===== src/rtl/rvm_bitwise_mc.sv =====
// Multi-cycle bitwise logic unit: one request at a time, the result is
// built SLICE bits per cycle (LSB slice first) and presented until taken.
module rvm_bitwise_mc #(
  parameter int unsigned XLEN  = 32,
  parameter int unsigned SLICE = 8
) (
  input  logic            clk,
  input  logic            resetn,
  input  logic            req_valid,
  output logic            req_ready,
  input  logic [2:0]      req_op,
  input  logic [XLEN-1:0] req_lhs,
  input  logic [XLEN-1:0] req_rhs,
  output logic            rsp_valid,
  input  logic            rsp_ready,
  output logic [XLEN-1:0] rsp_result
);

  localparam int unsigned NSLICE = XLEN / SLICE;
  localparam int unsigned CW     = (NSLICE > 1) ? $clog2(NSLICE) : 1;
  localparam logic [CW-1:0] LAST = CW'(NSLICE - 1);

  localparam logic [1:0] S_IDLE = 2'd0;
  localparam logic [1:0] S_BUSY = 2'd1;
  localparam logic [1:0] S_DONE = 2'd2;

  localparam logic [2:0] OP_NOP  = 3'b000;
  localparam logic [2:0] OP_OR   = 3'b001;
  localparam logic [2:0] OP_AND  = 3'b010;
  localparam logic [2:0] OP_XOR  = 3'b011;
  localparam logic [2:0] OP_ANDN = 3'b100;
  localparam logic [2:0] OP_ORN  = 3'b101;
  localparam logic [2:0] OP_XNOR = 3'b110;

  logic [1:0]      state_q, state_d;
  logic [CW-1:0]   cnt_q, cnt_d;
  logic [2:0]      op_q, op_d;
  logic [XLEN-1:0] lhs_q, lhs_d;
  logic [XLEN-1:0] rhs_q, rhs_d;
  logic [XLEN-1:0] res_q, res_d;
  logic [XLEN-1:0] full_w;

  // Full-width function of the captured operands; only one slice is used per cycle.
  always_comb begin
    full_w = '0;
    case (op_q)
      OP_OR:   full_w = lhs_q | rhs_q;
      OP_AND:  full_w = lhs_q & rhs_q;
      OP_XOR:  full_w = lhs_q ^ rhs_q;
      OP_ANDN: full_w = lhs_q & ~rhs_q;
      OP_ORN:  full_w = lhs_q | ~rhs_q;
      OP_XNOR: full_w = ~(lhs_q ^ rhs_q);
      default: full_w = '0;
    endcase
  end

  // Next-state logic: accept in IDLE, fill one slice per BUSY cycle, hold in DONE.
  always_comb begin
    state_d = state_q;
    cnt_d   = cnt_q;
    op_d    = op_q;
    lhs_d   = lhs_q;
    rhs_d   = rhs_q;
    res_d   = res_q;
    case (state_q)
      S_IDLE: begin
        if (req_valid && (req_op != OP_NOP)) begin
          op_d    = req_op;
          lhs_d   = req_lhs;
          rhs_d   = req_rhs;
          cnt_d   = '0;
          res_d   = '0;
          state_d = S_BUSY;
        end
      end
      S_BUSY: begin
        // Constant-indexed slice writes keep the part selects static.
        for (int unsigned i = 0; i < NSLICE; i++) begin
          if (cnt_q == CW'(i)) begin
            res_d[i*SLICE +: SLICE] = full_w[i*SLICE +: SLICE];
          end
        end
        if (cnt_q == LAST) begin
          cnt_d   = '0;
          state_d = S_DONE;
        end else begin
          cnt_d = cnt_q + CW'(1);
        end
      end
      S_DONE: begin
        if (rsp_ready) begin
          res_d   = '0;
          state_d = S_IDLE;
        end
      end
      default: state_d = S_IDLE;
    endcase
  end

  // State registers with asynchronous active-low reset.
  always_ff @(posedge clk or negedge resetn) begin
    if (!resetn) begin
      state_q <= S_IDLE;
      cnt_q   <= '0;
      op_q    <= '0;
      lhs_q   <= '0;
      rhs_q   <= '0;
      res_q   <= '0;
    end else begin
      state_q <= state_d;
      cnt_q   <= cnt_d;
      op_q    <= op_d;
      lhs_q   <= lhs_d;
      rhs_q   <= rhs_d;
      res_q   <= res_d;
    end
  end

  assign req_ready  = (state_q == S_IDLE);
  assign rsp_valid  = (state_q == S_DONE);
  assign rsp_result = rsp_valid ? res_q : '0;

endmodule


===== config.mk =====
export PLATFORM = sky130hd
export DESIGN_NAME = rvm_bitwise_mc
export DESIGN_NICKNAME = d
export VERILOG_FILES = /design/src/rtl/rvm_bitwise_mc.sv
export SDC_FILE = /design/constraint.sdc
export NUM_CORES = 1
export LEC_CHECK = 0
export ABC_AREA = 1
export BUFFER_PORTS_ARGS = -buffer_cell sky130_fd_sc_hd__clkbuf_2
export CORE_ASPECT_RATIO = 0.5
export CORE_MARGIN = 2
export CORE_UTILIZATION = 51
export CTS_CLUSTER_DIAMETER = 200
export CTS_CLUSTER_SIZE = 16
export DETAILED_ROUTE_END_ITERATION = 10
export GPL_TIMING_DRIVEN = 0
export PLACE_DENSITY = 0.74
export SLEW_MARGIN = 20
export SYNTH_ARGS = -nofsm -noshare
export SYNTH_HDL_FRONTEND = slang
export SYNTH_SLANG_ARGS = --single-unit

===== constraint.sdc =====
create_clock -name clk -period 1.3 [get_ports clk]
set_input_delay 0.065 -clock clk [delete_from_list [all_inputs] [get_ports clk]]
set_output_delay 0.065 -clock clk [all_outputs]
set_load 0.01 [all_outputs]

==> results.md <==
* Nets@finish at 1,327
* Syn Inst Count at 1,049
* Failing checks: negative hold slack, negative setup slack
* Synth area leader: dfrtp_1
* Number of buffers added on ports at 104
* PD cells at 2390 nW/um^2
* Max Cap Viol at 0
* DR iter-0 viols at 862
* First-pass GRT wire length at 36,500 um
* Reg2Reg Launch Point: state_q[0]
* Max Fclk at 0.619 GHz
* Post-synth EDFFs at 0
* Main synth FF type: dfrtp_1
* Syn Area/Cell at 6.26 sq um
* Antenna diodes at 0
* Fin. max-slew vios at 0
* Crit-path max FO at 10
* CP Capture Type: flop
* Switching share of power at 49.4%
* Final Skew at 5.22 ps
* Fillers at 1,015
* Grt total ovfl at 0
* YS warnings at 0
* Area growth syn-to-layout at 36.7%
* Tot Pwr at 0.0214 W
* Switching power at 0.0106 W
* Leakage at 4.74 nW
* Fraction of layout cells with a size suffix above 1 at 19.9%
* Util after Layout at 71.1%
* Hold worst-path end: lhs_q[29]
* Die W at 164 um
* Later-pin clock latency in the skew report at 350 ps
* Seq/Total Area, Yosys at 39.3%
* H-tree levels at 3
* Largest net degree at the start of global routing at 54
* Period utilization at 124%
* Clk buf depth at 2
* Peak supply drop at 1270 uV
* RSZ-0062 raised after global routing: true
* Vias in the first global route at 7,506
* Overall routed net length at 23,000 um
* HP Start: req_lhs[29]
* Synth area leaders: dfrtp_1 39%, nand2_1 19%, nor2_1 11%
* DR pass1 iterations at 6
* CTS tree: built
* Hold crit path type: in2reg
* Crit path DAT at 1850 ps
* Sequential fraction of design power at 25.8%
* Fin Hold WS at -3.78 ps
* CTS Sinks at 103
* CTS root buf: clkbuf_16
* Slew Limit Headroom at 68.6%
* Element type at the critical path start: flop
* Via Count at 7,890
* #FFs+latches synth at 103
* CTS buffer count at 9
* Ys async rst share at 100%
* Reg2reg setup slack at -320 ps
* Die height at 84.2 um
* Clk pwr share at 13.5%
* Most common cell in the netlist: nand2_1
* Comb pwr share at 60.7%
* DR WL/cell at 16.1 um
* Routed Antenna Nets at 0
* Post-synth top area share at 39.3%
* Crit Reg-Reg Endpoint: rhs_q[16]
* # DRC at 0
* Slew of the pin with the lowest slew margin at 471 ps
* Reg2reg path depth at 6
* Placement Rows at 29
* Final setup viols at 135
* Crit path kind: reg2reg
* Worst-path clk slew at 70 ps
* Routability cong. at 0.923
* Initial core utilization at 52.0%
* Post-route minimum period at 1620 ps
* Post-synthesis cell type count at 18
* DIE AREA at 13,900 sq um
* Core ar. at 12,600 sq um
* Worst hold path cell count at 3
* Synth Cell Area at 6570 sq um
* Initial antenna violation count at 0
* Syn nets at 1,124
* Commonest cells post-synth: 340 x nand2_1, 193 x nor2_1, 113 x inv_1, 103 x dfrtp_1, 102 x nand3_1
* Status: complete, but fails checks
* Internal power at 0.0108 W
* # IOs at 105
* Worst EP required at 1530 ps
* DP Worst Slack at -375 ps
* Final hold violation count at 1
* Post-DP HPWL at 14,400 um
* Setup slack after layout at -316 ps
* TNS Setup at -30,360 ps
* Via-to-Cell Ratio at 5.53
* Total track usage at 33.7%
## stage by stage
stage / instance area [sq um] / cells
finish: 8980 / 1427
global route: 8980 / 1427
detailed placement: 7360 / 1324
CTS: 8910 / 1425
floorplan: 6590 / 1049
global placement: 7320 / 1323
## cells by family (layout without fill, tap and decap cells)
family                     Yosys count  after routing  share of synthesized area, %
buffers and inverters              162            370                          9.91
adders and majority gates            4              4                         0.762
and+or+nand+nor                    644            644                          39.5
AOI/OAI and AO/OA                  136            136                          10.6
DFF                                103            103                          39.3
## placed cells by master, fill, tap and decap left out, types with 14 or more instances in the layout
cell,n
clkbuf_8,14
nor2_2,20
nand3_1,99
inv_1,106
buf_4,36
o21ai_0,34
nand2_1,338
buf_2,15
a21oi_1,93
nor2_1,168
clkbuf_2,95
dfrtp_1,99
dlygate4sd3_1,64
## per-layer routing
layer,vias to the layer above,track usage (%),wire length [um]
met2,452,55.3,10500
met4,0,13.0,813
met1,3691,44.2,9430
met5,-,0,0
li1,3672,-,-
met3,75,7.02,2250
## sequential cells by signal (all words and copies together), names as in the netlist
name	cells
lhs_q	32
res_q	32
rhs_q	32
op_q	3
cnt_q	2
state_q	2
## power by group through the flow
stage	clock, W	sequential [W]	combinational (W)
after global routing	0.00304	0.00567	0.0142
after CTS	0.00291	0.00544	0.0124
final	0.00290	0.00552	0.0130
after floorplan	0	0.00522	0.00769
after detailed placement	0	0.00543	0.0105
after global placement	0	0.00538	0.0102
## repair_timing
| item | in CTS | in global routing |
|---|---|---|
| setup endpoints to repair | 135 | 136 |
| setup buffers | 17 | 2 |
| cloned | 5 | 0 |
| endpoints found under the hold margin | 113 | 0 |
| hold buffers | 64 | 0 |
| resized for setup | 136 | 30 |
| pin swaps | 17 | 7 |
## final cells by class
class	instances	area, sq um	area share [%]
clock buffers	11	253	2.82
clock inverters	5	56.3	0.627
multi-input cells	784	3540	39.5
flip-flops and latches	103	2580	28.8
repair buffers	193	1420	15.8
inverters	113	432	4.81
plain buffers	48	475	5.30
well taps	170	213	2.37
## critical path, stage by stage, from the launching register on
cell and delay, ps:
dfrtp_2 470, nor2_2 230, nand3_2 150, buf_4 200, buf_4 190, nor2_1 160
a21oi_1 80
## worst max-delay path by stage
stage / startpoint / end / slack [ps] / depth (start not counted)
floorplan: state_q[1] / res_q[24] / -30 / 9
global placement: resetn / res_q[3] / -1340 / 1
detailed placement: op_q[2] / res_q[20] / -370 / 9
CTS: state_q[0] / rsp_result[17] / -190 / 5
global route: state_q[0] / rsp_result[13] / -340 / 5
finish: state_q[0] / rhs_q[16] / -320 / 6
Power figures use the tool's default switching activity.
